--- src/rtl/mem_pkg.sv ---
// Shared definitions for the memory-access stage: funct3 encodings, FSM states
// and the access-size byte mask helper.
package mem_pkg;

    localparam logic [2:0] F3Lb  = 3'b000;
    localparam logic [2:0] F3Lh  = 3'b001;
    localparam logic [2:0] F3Lw  = 3'b010;
    localparam logic [2:0] F3Ld  = 3'b011;
    localparam logic [2:0] F3Lbu = 3'b100;
    localparam logic [2:0] F3Lhu = 3'b101;
    localparam logic [2:0] F3Lwu = 3'b110;

    localparam logic [2:0] F3Sb  = 3'b000;
    localparam logic [2:0] F3Sh  = 3'b001;
    localparam logic [2:0] F3Sw  = 3'b010;
    localparam logic [2:0] F3Sd  = 3'b011;

    typedef enum logic [1:0] {
        StIdle,
        StReq,
        StWait
    } mem_state_e;

    // Unaligned byte mask for the access size; reserved encodings map to 8 bytes.
    function automatic logic [7:0] size_mask(input logic [2:0] funct3, input logic is_store);
        logic [7:0] mask;
        if (is_store) begin
            case (funct3)
                F3Sb:    mask = 8'h01;
                F3Sh:    mask = 8'h03;
                F3Sw:    mask = 8'h0f;
                F3Sd:    mask = 8'hff;
                default: mask = 8'hff;
            endcase
        end else begin
            case (funct3)
                F3Lb, F3Lbu: mask = 8'h01;
                F3Lh, F3Lhu: mask = 8'h03;
                F3Lw, F3Lwu: mask = 8'h0f;
                default:     mask = 8'hff;
            endcase
        end
        return mask;
    endfunction

endpackage

--- src/rtl/load_extend.sv ---
// Aligns a 64-bit read word to the access offset and sign/zero-extends it
// according to the load funct3.
module load_extend
    import mem_pkg::*;
(
    input  logic [63:0] rdata,
    input  logic [2:0]  offset,
    input  logic [2:0]  funct3,
    output logic [63:0] value
);

    logic [63:0] shifted;

    always_comb begin
        shifted = rdata >> {offset, 3'b000};
        case (funct3)
            F3Lb:    value = {{56{shifted[7]}}, shifted[7:0]};
            F3Lh:    value = {{48{shifted[15]}}, shifted[15:0]};
            F3Lw:    value = {{32{shifted[31]}}, shifted[31:0]};
            F3Lbu:   value = {56'b0, shifted[7:0]};
            F3Lhu:   value = {48'b0, shifted[15:0]};
            F3Lwu:   value = {32'b0, shifted[31:0]};
            F3Ld:    value = shifted;
            default: value = shifted;
        endcase
    end

endmodule

--- src/rtl/mem_access.sv ---
// MEM pipeline stage: issues data-memory requests, waits for load responses and
// stalls upstream. Optional macro MEM_MISALIGN_TRAP_EN adds a misaligned-access trap.
module mem_access
    import mem_pkg::*;
(
    input  logic        clk,
    input  logic        reset,
    input  logic        ex_valid,
    input  logic [63:0] alu_result,
    input  logic [63:0] store_data,
    input  logic [2:0]  funct3,
    input  logic [4:0]  rd,
    input  logic        memread,
    input  logic        memwrite,
    input  logic        memtoreg,
    input  logic        regwrite,
    output logic        dmem_req_valid,
    output logic [63:0] dmem_addr,
    output logic        dmem_we,
    output logic [7:0]  dmem_wstrb,
    output logic [63:0] dmem_wdata,
    input  logic        dmem_req_ready,
    input  logic        dmem_rsp_valid,
    input  logic [63:0] dmem_rdata,
    output logic [63:0] read_data_out,
    output logic [63:0] result_alu_out,
    output logic [4:0]  rd_out,
    output logic        memtoreg_out,
    output logic        regwrite_out,
    output logic        wb_valid,
`ifdef MEM_MISALIGN_TRAP_EN
    output logic        misalign_exc,
`endif
    output logic        stall
);

    mem_state_e  state_q, state_d;
    logic        is_mem, is_store, trap_hit;
    logic        req, done, hold, trap;
    logic [2:0]  offset;
    logic [7:0]  mask;
    logic [63:0] load_value;

    assign is_store = memwrite;
    assign is_mem   = memread | memwrite;
    assign offset   = alu_result[2:0];
    assign mask     = size_mask(funct3, is_store);

`ifdef MEM_MISALIGN_TRAP_EN
    // {mask[7],mask[3],mask[1]} equals size-1, the offset bits that must be zero.
    assign trap_hit     = (offset & {mask[7], mask[3], mask[1]}) != 3'b000;
    assign misalign_exc = reset & trap;
`else
    assign trap_hit = 1'b0;
`endif

    load_extend u_load_extend (
        .rdata  (dmem_rdata),
        .offset (offset),
        .funct3 (funct3),
        .value  (load_value)
    );

    always_ff @(posedge clk) begin
        if (!reset) begin
            state_q <= StIdle;
        end else begin
            state_q <= state_d;
        end
    end

    always_comb begin
        state_d = state_q;
        req     = 1'b0;
        done    = 1'b0;
        hold    = 1'b0;
        trap    = 1'b0;
        unique case (state_q)
            StIdle: begin
                if (ex_valid) begin
                    if (!is_mem) begin
                        done = 1'b1;
                    end else if (trap_hit) begin
                        trap = 1'b1;
                        done = 1'b1;
                    end else begin
                        req = 1'b1;
                        if (dmem_req_ready && is_store) begin
                            done = 1'b1;
                        end else begin
                            hold    = 1'b1;
                            state_d = dmem_req_ready ? StWait : StReq;
                        end
                    end
                end
            end
            StReq: begin
                req = 1'b1;
                if (dmem_req_ready && is_store) begin
                    done    = 1'b1;
                    state_d = StIdle;
                end else begin
                    hold = 1'b1;
                    if (dmem_req_ready) state_d = StWait;
                end
            end
            StWait: begin
                // Responses are only meaningful here; elsewhere they are ignored.
                if (dmem_rsp_valid) begin
                    done    = 1'b1;
                    state_d = StIdle;
                end else begin
                    hold = 1'b1;
                end
            end
            default: state_d = StIdle;
        endcase
    end

    assign dmem_req_valid = reset & req;
    assign dmem_addr      = reset ? {alu_result[63:3], 3'b000} : 64'b0;
    assign dmem_we        = reset & is_store;
    assign dmem_wstrb     = (reset && is_store) ? 8'(mask << offset) : 8'h00;
    assign dmem_wdata     = reset ? (store_data << {offset, 3'b000}) : 64'b0;
    assign read_data_out  = reset ? load_value : 64'b0;
    assign result_alu_out = reset ? alu_result : 64'b0;
    assign rd_out         = reset ? rd : 5'b0;
    assign memtoreg_out   = reset & memtoreg;
    assign wb_valid       = reset & done;
    assign stall          = reset & hold;
    assign regwrite_out   = reset & regwrite & done & ~trap;

endmodule

--- config.mk ---
export PLATFORM = sky130hd
export DESIGN_NAME = mem_access
export DESIGN_NICKNAME = d
export VERILOG_FILES = /design/src/rtl/mem_pkg.sv /design/src/rtl/load_extend.sv /design/src/rtl/mem_access.sv
export SDC_FILE = /design/constraint.sdc
export NUM_CORES = 1
export LEC_CHECK = 0
export BUFFER_PORTS_ARGS = -buffer_cell sky130_fd_sc_hd__buf_2
export CAP_MARGIN = 20
export CORE_AREA = 3 3 185 187
export CTS_CLUSTER_DIAMETER = 100
export DETAILED_ROUTE_END_ITERATION = 10
export DIE_AREA = 0 0 188 190
export GPL_TIMING_DRIVEN = 0
export PLACE_DENSITY = 0.46
export RECOVER_POWER = 50
export SYNTH_ARGS = -nofsm -noshare
export SYNTH_HDL_FRONTEND = slang
export SYNTH_HIERARCHICAL = 1
export SYNTH_SLANG_ARGS = --single-unit
--- constraint.sdc ---
create_clock -name clk -period 1.6 [get_ports clk]
set_input_delay 0.08 -clock clk [delete_from_list [all_inputs] [get_ports clk]]
set_output_delay 0.08 -clock clk [all_outputs]
set_load 0.05 [all_outputs]
==> summary.md <==
| Metric | Value |
|---|---|
| Run status | finished, violations left |
| Failing checks | negative setup slack |
| Biggest register | state_q |
| Row Count | between 60 and 70 |
| CP Class | input pin to output port |
| Clock share of power | under 10% |
| Switching Share | between 50 and 60% |
| Max-Cap Viols | 0 |
| FF+latch count, synth | 2 |
| Biggest regs | state_q (2) |
| DRT iter0 DRCs | ~760 |
| Placer Congestion | about 0.92 |
| GRT Residual Overflow | 0 |
| Critical path, cell by cell | buf_12 -> buf_12 -> mux2i_1 -> mux4_2 -> or4_4 -> buf_8 -> buf_6 -> nand4_1 -> and2_4 -> buf_8 |
| Sequential share of the synthesized area | less than 1% |
| Clock Path Buffers | 2 |
| Maximum resistive drop on vdd | slightly below 0.3 mV |
| R2R Setup Slk | 530 ps |
| # IOs | around 480 |
| Top cell type's share of synthesized area | 15.22% |
| Logic pwr share | 91.7% |
| F_max | between 400 and 500 MHz |
| DIE WIDTH | about 190 um |
| Core area | 0.03262 mm2 |
| Routed vias/inst | around 5 |
| Final Hold Vio Count | 0 |
| Leak Pwr | 0.005694 uW |
| RSZ-0062 raised after global routing | yes |
| Top_reg_cell synth | dfxtp_1 |
| Sequential fraction of design power | about 1.1% |
| Routed wire length per instance | 23.35 um |
| Synth unique cells | between 50 and 60 |
| Initial Utilization | 18.15% |
| CTS buffer count | 3 |
| Residual DRC | 0 |
| Origin of the critical flop-to-flop path | state_q[1] |
| Final WS setup | -735.7 ps |
| EDFF count, synth | 0 |
| CP Launch Type | input pin |
| Routed vias | just under 9,000 |
| Inst Count DP | 1,730 |
| Required time worst endpoint | roughly 1500 ps |
| Antenna violations before repair | 6 |
| CP peak stage delay | roughly 500 ps |
| Max reg flops | 2 |
| Syn-to-layout area delta | 89.01% |
| Worst-Margin Slew | 717.1 ps |
| Router iterations before antenna repair | 5 |
| Largest net degree at the start of global routing | 12 |
| Pwr Density | around 470 mW/mm2 |
| CP arrival | 2260 ps |
| Root Driver | clkbuf_16 |
| First-pass GRT wire length | a little under 60,000 um |
| Slew HR | between 50 and 60% |
| CTS tree | yes |
| Final Skew | 3.339 ps |
| H-tree Lvls | 1 |
| Syn Inst Count | a little over 800 |
| Post-Syn Area per Cell | between 7 and 8 um2 |
| Synthesized cell area | about 0.006 mm2 |
| Layout cells sized above 1 | approximately 65% |
| Commonest cells in the netlist | and2_1 (144), nand2_1 (81), mux2i_1 (77) |
| Hold Path Class | input pin to register |
| Post-DP HPWL | 33,690 um |
| Vias in the first global route | about 8,500 |
| Count leader, synth | and2_1 |
| Die Footprint | approximately 0.036 mm2 |
| Ranking of synthesized cells by area | and2_1 (15%), mux4_2 (15%), mux2i_1 (13%) |
| Detailed Route WL | around 42,000 um |
| Int Power | 2206 uW |
| Delay-heaviest family, CP | simple AND/OR/NAND/NOR gates |
| Total Routing Usage GR | between 20% and 30% |
| CTS Hold Bufs | 0 |
| CP max FO | 5 |
| Async set or reset register ratio after synthesis | 0% |
| Total power | about 5300 uW |
| Crit. Startpoint | alu_result[1] |
| Number of port buffers | 480 |
| Slowest CP cell | mux4_2 |
| Tmin final | approximately 2300 ps |
| YS warnings | 6 |
| Critical path buffers and inverters | 5 |
| Reg clk slew, reported paths | 30 ps |
| # nets final | between 1,500 and 2,000 |
| Critical Path End Type | output port |
| Clk_lat worst skew | 220 ps |
| Max Transition Viols Final | 0 |
| Clock Sinks | 2 |
| Net switching power figure | a little over 3000 uW |
| Die H | approximately 190 um |
| Worst hold start | dmem_req_ready |
| Endpoints failing setup | 69 |
| Fin crit share | 146.0% |
| Layout Cells excl Fill | around 1,800 |
| DRT antenna net count | 0 |
| Synth area leader | and2_1 |
[cell families (layout without fill, tap and decap cells)]
logic type	count (synthesis)	in the layout	synth area share, %
AND/OR/NAND/NOR	393	393	36.88
buffers and inverters	155	680	16.78
flip-flops	2	2	0.6763
other	1	9	0.06334
AO/OA/AOI/OAI	126	126	15.28
multiplexers	129	129	30.33
[tightest hold or removal path, cell delays in order]
cell and delay [ps]:
buf_2 140, nor2_1 60, o21a_1 90
[cell type report]
class	instances	area (um2)
timing repair buffer	530	3722
antenna	6	15.01
multi-input combinational	651	5590
fill	3471	21430
buffer	139	1157
clock buffer	3	75.07
inverter	8	37.54
tap	442	553.0
sequential	2	40.04
[worst paths after layout]
path	depth (start not counted)	endpoint
min reg2reg	1	state_q[0]
min	3	state_q[0]
max reg2reg	2	state_q[1]
max	10	read_data_out[63]
[metrics by stage]
step	hold WS, ps	instance area [um2]	setup slack, ps	TNS [ps]	util [%]
after global routing	218.9	11190	-795.4	-37940	34.31
final	191.7	11190	-735.7	-34250	34.31
after floorplan	237.8	6228	-245.6	-11810	-
after global placement	406.2	9184	-1113	-91080	28.16
after CTS	190.4	10790	-829.5	-39500	33.08
after detailed placement	423.0	9184	-1122	-91990	28.16
[timing repair]
item                                    CTS  global route
pin swaps                                11            16
endpoints found under the setup margin  232           141
gates resized for setup                 361           111
cloned                                    4             1
setup buffers                            28            20
[per-layer routing]
metal,share of wire [%],track usage (%),vias to the layer above
li1,-,-,3924
met1,41,28.15,4263
met2,49,36.77,563
met3,7.8,3.188,58
met4,2.1,4.416,0
met5,0,0,-
[layout by cell type, fill, tap and decap left out, types with 17 or more instances in the layout]
cell type,n
and3_1,24
o21ai_0,17
buf_8,57
nor2_1,38
and2_4,63
clkbuf_2,97
buf_12,22
nor2b_1,20
mux2i_1,52
buf_6,36
buf_2,304
mux4_2,39
nand2_1,71
and2_1,79
nand4_1,31
buf_4,121
[power by group through the flow]
stage	combinational [uW]	sequential, uW	clock (uW)
detailed placement	4130	55.4	0
global placement	4130	55.4	0
floorplan	2890	55.0	0
CTS	4680	54.8	385
finish	4840	58.3	380
global route	5030	59.2	390
(Power assumes the default switching activity.)
